**src/rtl/bram_sweep_pkg.sv**
```systemverilog
// rtl/bram_sweep_pkg.sv - shared types and datapath helpers for the BRAM sweep engine
// Signature and fill helpers operate on the default 64-bit word width.
package bram_sweep_pkg;

  localparam int SIG_W = 64;

  typedef enum logic [2:0] {
    IDLE  = 3'd0,
    SCAN  = 3'd1,
    DRAIN = 3'd2,
    FILL  = 3'd3,
    DONE  = 3'd4
  } state_t;

  typedef enum logic {
    SCAN_M = 1'b0,
    FILL_M = 1'b1
  } mode_t;

  // Rotate-left-by-one then fold in the new word.
  function automatic logic [SIG_W-1:0] sig_step(input logic [SIG_W-1:0] sig,
                                                input logic [SIG_W-1:0] data);
    return {sig[SIG_W-2:0], sig[SIG_W-1]} ^ data;
  endfunction

  function automatic logic [SIG_W-1:0] fill_word(input logic [SIG_W-1:0] seed,
                                                 input logic [SIG_W-1:0] addr);
    return seed + addr;
  endfunction

endpackage

```
**src/rtl/bram_sweep_engine_if.sv**
```systemverilog
// rtl/bram_sweep_engine_if.sv - simple-dual-port BRAM bus between sweep engine and memory
// master = engine side, slave = memory side.
interface bram_sweep_engine_if #(
  parameter int WID_MEM = 64,
  parameter int ADDR_W  = 9
);
  logic [ADDR_W-1:0]  mem_raddr;
  logic [ADDR_W-1:0]  mem_waddr;
  logic [WID_MEM-1:0] mem_din;
  logic               mem_we;
  logic [WID_MEM-1:0] mem_dout;

  modport master (
    output mem_raddr,
    output mem_waddr,
    output mem_din,
    output mem_we,
    input  mem_dout
  );

  modport slave (
    input  mem_raddr,
    input  mem_waddr,
    input  mem_din,
    input  mem_we,
    output mem_dout
  );
endinterface

```
**src/rtl/bram_sweep_sig.sv**
```systemverilog
// rtl/bram_sweep_sig.sv - read-latency valid/address pipe and signature accumulator
// The delayed address doubles as the write-back address for always-write arrays.
module bram_sweep_sig
  import bram_sweep_pkg::*;
#(
  parameter int WID_MEM = 64,
  parameter int ADDR_W  = 9,
  parameter int RD_LAT  = 1
) (
  input  logic               clk,
  input  logic               reset,
  input  logic               load,
  input  logic [WID_MEM-1:0] seed,
  input  logic               issue_vld,
  input  logic [ADDR_W-1:0]  issue_addr,
  input  logic [WID_MEM-1:0] rd_data,
  output logic [ADDR_W-1:0]  wb_addr,
  output logic               word_vld,
  output logic [WID_MEM-1:0] sig,
  output logic [WID_MEM-1:0] sig_next
);

  logic [RD_LAT-1:0]  vld_q, vld_d;
  logic [ADDR_W-1:0]  addr_q [RD_LAT];
  logic [ADDR_W-1:0]  addr_d [RD_LAT];
  logic [WID_MEM-1:0] sig_q, sig_d;

  always_comb begin
    vld_d     = vld_q;
    addr_d    = addr_q;
    vld_d[0]  = issue_vld;
    addr_d[0] = issue_addr;
    for (int i = 1; i < RD_LAT; i++) begin
      vld_d[i]  = vld_q[i-1];
      addr_d[i] = addr_q[i-1];
    end
  end

  assign word_vld = vld_q[RD_LAT-1];
  assign wb_addr  = addr_q[RD_LAT-1];
  assign sig      = sig_q;

  always_comb begin
    sig_next = sig_q;
    if (word_vld) begin
      sig_next = sig_step(sig_q, rd_data);
    end
    sig_d = load ? seed : sig_next;
  end

  always_ff @(posedge clk) begin
    if (reset) begin
      vld_q <= '0;
      sig_q <= '0;
      for (int i = 0; i < RD_LAT; i++) begin
        addr_q[i] <= '0;
      end
    end else begin
      vld_q <= vld_d;
      sig_q <= sig_d;
      for (int i = 0; i < RD_LAT; i++) begin
        addr_q[i] <= addr_d[i];
      end
    end
  end

endmodule

```
**src/rtl/bram_sweep_engine.sv**
```systemverilog
// rtl/bram_sweep_engine.sv - FILL/SCAN sequencer in front of a simple-dual-port BRAM
// Outside FILL it writes back each word it read so always-write arrays keep their contents.
module bram_sweep_engine
  import bram_sweep_pkg::*;
#(
  parameter int WID_MEM   = 64,
  parameter int DEPTH_MEM = 512,
  parameter int ADDR_W    = 9,
  parameter int RD_LAT    = 1
) (
  input  logic                 clk,
  input  logic                 reset,
  input  logic                 start,
  input  logic                 mode,
  input  logic [WID_MEM-1:0]   seed,
  input  logic [WID_MEM-1:0]   expected_sig,
  bram_sweep_engine_if.master  mem,
  output logic                 busy,
  output logic                 done,
  output logic                 pass,
  output logic [WID_MEM-1:0]   signature
);

  localparam logic [ADDR_W-1:0] ADDR_LAST = ADDR_W'(DEPTH_MEM - 1);
  localparam int                DRN_W     = (RD_LAT > 1) ? $clog2(RD_LAT) : 1;
  localparam logic [DRN_W-1:0]  DRN_LAST  = DRN_W'(RD_LAT - 1);

  state_t             state_q, state_d;
  mode_t              mode_q, mode_d;
  logic [WID_MEM-1:0] seed_q, seed_d;
  logic [ADDR_W-1:0]  raddr_q, raddr_d;
  logic [ADDR_W-1:0]  fill_q, fill_d;
  logic [DRN_W-1:0]   drain_q, drain_d;
  logic               pass_q, pass_d;
  logic [WID_MEM-1:0] sig_out_q, sig_out_d;

  logic               accept;
  logic [ADDR_W-1:0]  wb_addr;
  logic               word_vld;
  logic [WID_MEM-1:0] sig_cur;
  logic [WID_MEM-1:0] sig_next;

  assign accept = (state_q == IDLE) && start;

  bram_sweep_sig #(
    .WID_MEM (WID_MEM),
    .ADDR_W  (ADDR_W),
    .RD_LAT  (RD_LAT)
  ) u_sig (
    .clk        (clk),
    .reset      (reset),
    .load       (accept),
    .seed       (seed),
    .issue_vld  (state_q == SCAN),
    .issue_addr (raddr_q),
    .rd_data    (mem.mem_dout),
    .wb_addr    (wb_addr),
    .word_vld   (word_vld),
    .sig        (sig_cur),
    .sig_next   (sig_next)
  );

  always_comb begin
    state_d   = state_q;
    mode_d    = mode_q;
    seed_d    = seed_q;
    raddr_d   = raddr_q;
    fill_d    = fill_q;
    drain_d   = drain_q;
    pass_d    = pass_q;
    sig_out_d = sig_out_q;

    case (state_q)
      IDLE: begin
        raddr_d = '0;
        if (start) begin
          mode_d    = mode_t'(mode);
          seed_d    = seed;
          pass_d    = 1'b0;
          sig_out_d = '0;
          fill_d    = '0;
          state_d   = mode ? FILL : SCAN;
        end
      end
      SCAN: begin
        if (raddr_q == ADDR_LAST) begin
          drain_d = '0;
          state_d = DRAIN;
        end else begin
          raddr_d = raddr_q + 1'b1;
        end
      end
      DRAIN: begin
        if (drain_q == DRN_LAST) begin
          state_d = DONE;
        end else begin
          drain_d = drain_q + 1'b1;
        end
      end
      FILL: begin
        if (fill_q == ADDR_LAST) begin
          state_d = DONE;
        end else begin
          fill_d = fill_q + 1'b1;
        end
      end
      DONE: begin
        raddr_d = '0;
        state_d = IDLE;
      end
      default: state_d = IDLE;
    endcase

    // sig_next already includes the word landing on the DRAIN exit edge.
    if ((state_d == DONE) && (state_q != DONE)) begin
      if (mode_q == FILL_M) begin
        pass_d    = 1'b1;
        sig_out_d = '0;
      end else begin
        pass_d    = (sig_next == expected_sig);
        sig_out_d = sig_next;
      end
    end
  end

  always_ff @(posedge clk) begin
    if (reset) begin
      state_q   <= IDLE;
      mode_q    <= SCAN_M;
      seed_q    <= '0;
      raddr_q   <= '0;
      fill_q    <= '0;
      drain_q   <= '0;
      pass_q    <= 1'b0;
      sig_out_q <= '0;
    end else begin
      state_q   <= state_d;
      mode_q    <= mode_d;
      seed_q    <= seed_d;
      raddr_q   <= raddr_d;
      fill_q    <= fill_d;
      drain_q   <= drain_d;
      pass_q    <= pass_d;
      sig_out_q <= sig_out_d;
    end
  end

  // FILL leaves raddr at 0 so the write-back after FILL re-writes word 0 with fresh data.
  assign mem.mem_raddr = raddr_q;
  assign mem.mem_we    = (state_q == FILL);
  assign mem.mem_waddr = (state_q == FILL) ? fill_q : wb_addr;
  assign mem.mem_din   = (state_q == FILL)
                         ? fill_word(seed_q, {{(WID_MEM-ADDR_W){1'b0}}, fill_q})
                         : mem.mem_dout;

  assign busy      = (state_q == SCAN) || (state_q == DRAIN) || (state_q == FILL);
  assign done      = (state_q == DONE);
  assign pass      = pass_q;
  assign signature = sig_out_q;

endmodule
```
**src/flat_wrapper.sv**
```systemverilog
// flat-port wrapper written by rule: the top's interface ports become plain ports
module bram_sweep_engine_flat import bram_sweep_pkg::*;
#(
  parameter int WID_MEM   = 64,
  parameter int DEPTH_MEM = 512,
  parameter int ADDR_W    = 9,
  parameter int RD_LAT    = 1
)
  (clk, reset, start, mode, seed, expected_sig, busy, done, pass, signature, mem_mem_raddr, mem_mem_waddr, mem_mem_din, mem_mem_we, mem_mem_dout);
  bram_sweep_engine_if #(.WID_MEM(WID_MEM), .ADDR_W(ADDR_W)) mem_i ();
  input  logic clk;
  input  logic reset;
  input  logic start;
  input  logic mode;
  input  logic [WID_MEM-1:0] seed;
  input  logic [WID_MEM-1:0] expected_sig;
  output logic busy;
  output logic done;
  output logic pass;
  output logic [WID_MEM-1:0] signature;
  output wire logic [$bits(mem_i.mem_raddr)-1:0] mem_mem_raddr;
  output wire logic [$bits(mem_i.mem_waddr)-1:0] mem_mem_waddr;
  output wire logic [$bits(mem_i.mem_din)-1:0] mem_mem_din;
  output wire logic [$bits(mem_i.mem_we)-1:0] mem_mem_we;
  input wire logic [$bits(mem_i.mem_dout)-1:0] mem_mem_dout;
  assign mem_mem_raddr = mem_i.mem_raddr;
  assign mem_mem_waddr = mem_i.mem_waddr;
  assign mem_mem_din = mem_i.mem_din;
  assign mem_mem_we = mem_i.mem_we;
  assign mem_i.mem_dout = mem_mem_dout;
  bram_sweep_engine #(.WID_MEM(WID_MEM), .DEPTH_MEM(DEPTH_MEM), .ADDR_W(ADDR_W), .RD_LAT(RD_LAT)) u_core (.clk(clk), .reset(reset), .start(start), .mode(mode), .seed(seed), .expected_sig(expected_sig), .mem(mem_i), .busy(busy), .done(done), .pass(pass), .signature(signature));
endmodule
```
**config.mk**
```make
export PLATFORM = sky130hd
export DESIGN_NAME = bram_sweep_engine_flat
export DESIGN_NICKNAME = d
export VERILOG_FILES = /design/src/rtl/bram_sweep_pkg.sv /design/src/rtl/bram_sweep_engine_if.sv /design/src/rtl/bram_sweep_sig.sv /design/src/rtl/bram_sweep_engine.sv /design/src/flat_wrapper.sv
export SDC_FILE = /design/constraint.sdc
export NUM_CORES = 1
export LEC_CHECK = 0
export BUFFER_PORTS_ARGS = -buffer_cell sky130_fd_sc_hd__buf_4
export CAP_MARGIN = 20
export CORE_MARGIN = 2
export CORE_UTILIZATION = 40
export DETAILED_ROUTE_END_ITERATION = 12
export PLACE_DENSITY_LB_ADDON = 0.15
export SETUP_SLACK_MARGIN = 0.02
export SLEW_MARGIN = 30
export SYNTH_ARGS = -nofsm -noshare
export SYNTH_HDL_FRONTEND = slang
export SYNTH_SLANG_ARGS = --single-unit
```
**constraint.sdc**
```tcl
create_clock -name clk -period 5.3 [get_ports clk]
set_input_delay 0.53 -clock clk [delete_from_list [all_inputs] [get_ports clk]]
set_output_delay 0.53 -clock clk [all_outputs]
set_load 0.1 [all_outputs]
```
==> flow_results.org <==
** Status
- The flow ran to the end, and the final reports show no timing, DRC or antenna violations.

** Logic synthesis
- Of the total synthesized cell area, the portion taken by full adders, half adders and majority gates is 0.0149.
- Async set or reset register ratio after synthesis :: 0
- Top post-synthesis cells by area :: sky130_fd_sc_hd__dfxtp_1 37%, sky130_fd_sc_hd__nand2_1 9.4%, sky130_fd_sc_hd__xnor2_1 8.8%
- Area share of the leading cell type in the synthesized netlist :: 0.367
- Ranked by instance count, the synthesized netlist is headed by 308 x sky130_fd_sc_hd__nand2_1, 225 x sky130_fd_sc_hd__dfxtp_1, 207 x sky130_fd_sc_hd__a21oi_1, 170 x sky130_fd_sc_hd__nor2_1, 123 x sky130_fd_sc_hd__xnor2_1.
- Top flip-flop cell by instance count after synthesis :: sky130_fd_sc_hd__dfxtp_1
- sky130_fd_sc_hd__nand2_1 is the most common cell in the netlist.
- Largest family of logic cells by synthesized area :: simple AND/OR/NAND/NOR gates
- Yosys mapped a number of flops with a built-in enable equal to 0.
- Post-synthesis mux area share :: 0.00346
- Number of storage elements in the synthesis netlist :: 225
- Library cell with the largest summed area after synthesis :: sky130_fd_sc_hd__dfxtp_1
- The number of different library cells used by synthesis comes to 54.
- Cells after Synth :: 1623
- After synthesis, the mean cell area works out to roughly 7.6 sq um.
- Of the total synthesized cell area, the portion taken by AND, OR, NAND and NOR gates is 0.219.
- The share of the Yosys chip area taken by registers is 0.367.
- The compound-gate portion of the synthesized area is 0.187.
- Counting every net in the synthesized netlist gives between 1500 and 2000.
- After synthesis the cells add up to between 10000 and 15000 sq um.
- Of the total synthesized cell area, the portion taken by XOR and XNOR cells is 0.170.
- The Yosys step of the flow raised 0 warnings.

** STA
- Measured slew at the worst slew-check pin :: 0.901 ns
- Setup-violating endpoint count in the final report :: 0
- In the finished design, the share of the clock period the worst path needs comes to 0.822.
- Worst hold-check slack :: about 0.27 ns
- The worst path meets setup with roughly 0.94 ns of slack.
- Measured against its own limit, the worst slew margin works out to 0.399.
- Based on the critical path, the design can be clocked at up to between 200 and 250 MHz.
- Setup repair after global routing left no endpoint under its margin.
- After layout, the minimum clock period comes to 4.36 ns.
- Between clock sinks in the finished design, the worst skew comes to 0.0173 ns.
- Aggregate negative setup slack :: 0 ns
- Hold violation count in the final report :: 0
- Number of max-slew violations in the final report :: 0

** Floorplanning
- 346 I/O pins were placed.
- The die covers ~32000 sq um.
- Initial core utilization :: 0.404
- Placeable Area :: 30400 sq um
- Measured along the x axis, the die boundary spans between 150 and 200 um.
- Measured along the y axis, the die boundary spans about 180 um.
- Standard-cell rows :: between 60 and 70

** Route
- Routed vias :: 12511
- Aggregate routed wire length :: ~48 mm
- Before antenna repair, the detailed router went through 5 iterations.
- For this block, the initial DRC count from the detailed router was ~1100.
- After detailed routing, the number of remaining DRC violations is 0.
- Number of routed nets with antenna violations :: 0
- Per-cell routed wire length :: approximately 21 um
- After detailed routing, the number of vias per cell comes to ~5.4.

** Placed design
- Post-placement setup slack :: 1.50 ns
- The congestion estimate from routability-driven global placement came to between 0.8 and 0.9.
- During placement, the flow inserted port buffers numbering between 300 and 400.
- Placed wire-length estimate :: between 30 and 40 mm

** Power and ir drop
- Switching power :: between 1.5 and 2 mW
- Switching share of power :: 0.347
- Fraction of power consumed by sequential logic :: 0.374
- Share of power burned in the clock network :: 0.365
- Of the total power, combinational logic draws 0.260.
- Peak supply drop :: approximately 0.22 mV
- Pleak :: around 6.6 nW
- Power spread over the standard cell area amounts to roughly 320 nW/um^2.
- Internal power comes to around 3.3 mW.
- Post-layout power :: 5.10 mW

** Setup path
- Critical Setup Path Class :: flip-flop to primary output
- The worst setup path is launched from a flip-flop.
- Worst-path fanout max :: 14
- Data arrival, critical path :: ~3.8 ns
- Data on the critical path is required at its endpoint by roughly 4.8 ns.
- The worst setup path is captured at a primary output.

** Cells and area
- Of the cells placed in the final design, the portion with a size suffix greater than 1 is 0.219.
- The number of antenna diodes in the final layout is 0.
- Area added between synthesis and finish :: 30.4%
- Share of the core filled with cells in the final layout :: 0.527
- Net count reported at finish :: 2120

** Clock tree
- Maximum count of clock buffers along a single path :: 3
- H-tree level count :: 1
- Clock-pin slew of the registers on the worst-case setup and hold paths :: about 0.060 ns
- Clock latency on the worst-skew pair, taken at its later pin, is around 0.54 ns.
- The tree built by TritonCTS fans out to 225 sinks.
- Counting the buffers created by CTS gives 26.
- The number of hold buffers added after CTS was 0.
- TritonCTS built the clock tree.
- Buffer type at the clock tree root :: sky130_fd_sc_hd__clkbuf_16
- Number of buffers added for setup after CTS :: 0
- Post-cts gate resize count :: 0

** Job
- The tool flagged a number of max-cap violations equal to 0.

** GRT
- All-layer global routing usage :: 0.291
- Entering global routing, the biggest net connects 88 pins.
- Number of antenna violations at the first check in global routing :: 1
- The total overflow left after global routing is 0.
- Via count of the first global-routing pass :: 11692
- First-pass GRT wire length :: between 70 and 80 mm

** Hold path
- The path class of the tightest hold or removal check is primary input to flip-flop.
[flip-flops by register name, indices dropped and copies added, names as in the netlist]
| register | cells |
|---|---|
| u_core.fill_q | 9 |
| u_core.u_sig.wb_addr | 9 |
| u_core.seed_q | 64 |
| u_core.u_sig.sig | 64 |
| u_core.mode_q | 1 |
| u_core.signature | 64 |
| u_core.state_q | 3 |
| u_core.mem.mem_raddr | 9 |
| u_core.pass | 1 |
| u_core.u_sig.word_vld | 1 |
[power by group through the flow]
stage               clock network [mW]  registers [mW]  logic [mW]
finish                            1.86            1.91        1.33
global route                      1.95            1.92        1.42
CTS                               1.88            1.91        1.33
detailed placement                   0            1.94        1.32
global placement                     0            1.94        1.32
floorplan                            0            1.97       0.822
[cells by family after synthesis]
group,count (synthesis)
AO/OA/AOI/OAI,398
XOR/XNOR,238
adder cells (fa/ha/maj),14
buffers and inverters,124
flip-flops,225
multiplexers,4
AND/OR/NAND/NOR,620
[layer usage]
| metal | global-route usage | vias up | part of all wire |
|---|---|---|---|
| li1 | - | 6106 | - |
| met1 | 0.388 | 5854 | 0.43 |
| met2 | 0.479 | 478 | 0.46 |
| met3 | 0.0558 | 71 | 0.078 |
| met4 | 0.0803 | 2 | 0.027 |
| met5 | 0 | - | 0.00033 |
[metrics by stage]
| step | instances | cell area [sq um] |
|---|---|---|
| finish | 2325 | 16000 |
| global route | 2325 | 16000 |
| CTS | 2325 | 16000 |
| detailed placement | 2278 | 15100 |
| global placement | 2278 | 15100 |
| floorplan | 1623 | 12300 |
[final timing paths]
kind | cells after the start | start | slack, ns | end
min reg2reg | 2 | u_core.seed_q[0] | 0.46 | u_core.seed_q[0]
max reg2reg | 9 | u_core.fill_q[0] | 2.29 | u_core.signature[63]
max | 13 | u_core.fill_q[0] | 0.94 | mem_mem_din[58]
min | 3 | seed[33] | 0.27 | u_core.seed_q[33]
[final cells by class]
type / count / area (sq um)
fillers: 3005 / 14400
multi-input cells: 1274 / 7340
flip-flops and latches: 225 / 4510
repair buffers: 361 / 2710
clock buffers: 40 / 795
well taps: 396 / 495
clock inverters: 7 / 93.8
inverters: 22 / 82.6
[cells in the final DEF, fill, tap and decap left out, types with 3 or more instances in the layout]
| cell | Yosys | final |
|---|---|---|
| sky130_fd_sc_hd__buf_4 | 1 | 360 |
| sky130_fd_sc_hd__nand2_1 | 308 | 307 |
| sky130_fd_sc_hd__dfxtp_1 | 225 | 224 |
| sky130_fd_sc_hd__a21oi_1 | 207 | 207 |
| sky130_fd_sc_hd__nor2_1 | 170 | 170 |
| sky130_fd_sc_hd__xnor2_1 | 123 | 123 |
| sky130_fd_sc_hd__xor2_1 | 115 | 115 |
| sky130_fd_sc_hd__o21ai_0 | 78 | 78 |
| sky130_fd_sc_hd__a22oi_1 | 66 | 66 |
| sky130_fd_sc_hd__clkbuf_16 | 0 | 27 |
| sky130_fd_sc_hd__nand4_1 | 26 | 26 |
| sky130_fd_sc_hd__inv_1 | 21 | 21 |
| sky130_fd_sc_hd__nand3_1 | 21 | 21 |
| sky130_fd_sc_hd__and3_1 | 17 | 17 |
| sky130_fd_sc_hd__nor4_1 | 17 | 17 |
| sky130_fd_sc_hd__ha_1 | 13 | 13 |
| sky130_fd_sc_hd__nor2b_1 | 11 | 11 |
| sky130_fd_sc_hd__or3_1 | 12 | 11 |
| sky130_fd_sc_hd__o2111ai_1 | 9 | 9 |
| sky130_fd_sc_hd__and4_1 | 8 | 8 |
| sky130_fd_sc_hd__a31oi_1 | 7 | 7 |
| sky130_fd_sc_hd__nor3_1 | 9 | 7 |
| sky130_fd_sc_hd__clkbuf_8 | 0 | 7 |
| sky130_fd_sc_hd__and2_1 | 6 | 6 |
| sky130_fd_sc_hd__clkbuf_1 | 81 | 6 |
| sky130_fd_sc_hd__o21ai_1 | 4 | 4 |
| sky130_fd_sc_hd__o211ai_1 | 4 | 4 |
| sky130_fd_sc_hd__a21o_1 | 4 | 3 |
| sky130_fd_sc_hd__nand2b_1 | 3 | 3 |
| sky130_fd_sc_hd__o31ai_1 | 4 | 3 |
| sky130_fd_sc_hd__a221oi_1 | 3 | 3 |
[critical path, stage by stage, from the launching register on]
cell and delay (ns):
sky130_fd_sc_hd__dfxtp_1 0.43, sky130_fd_sc_hd__ha_1 0.21, sky130_fd_sc_hd__inv_1 0.06, sky130_fd_sc_hd__fa_1 0.41, sky130_fd_sc_hd__nor2b_1 0.14, sky130_fd_sc_hd__o21ai_1 0.10, sky130_fd_sc_hd__a21boi_2 0.20, sky130_fd_sc_hd__o2111ai_1 0.18
sky130_fd_sc_hd__a21boi_2 0.23, sky130_fd_sc_hd__buf_4 0.22, sky130_fd_sc_hd__o2111ai_4 0.22, sky130_fd_sc_hd__or3_1 0.41, sky130_fd_sc_hd__a31oi_1 0.17, sky130_fd_sc_hd__buf_4 0.31
No activity file was read; power rests on OpenSTA's default activity.
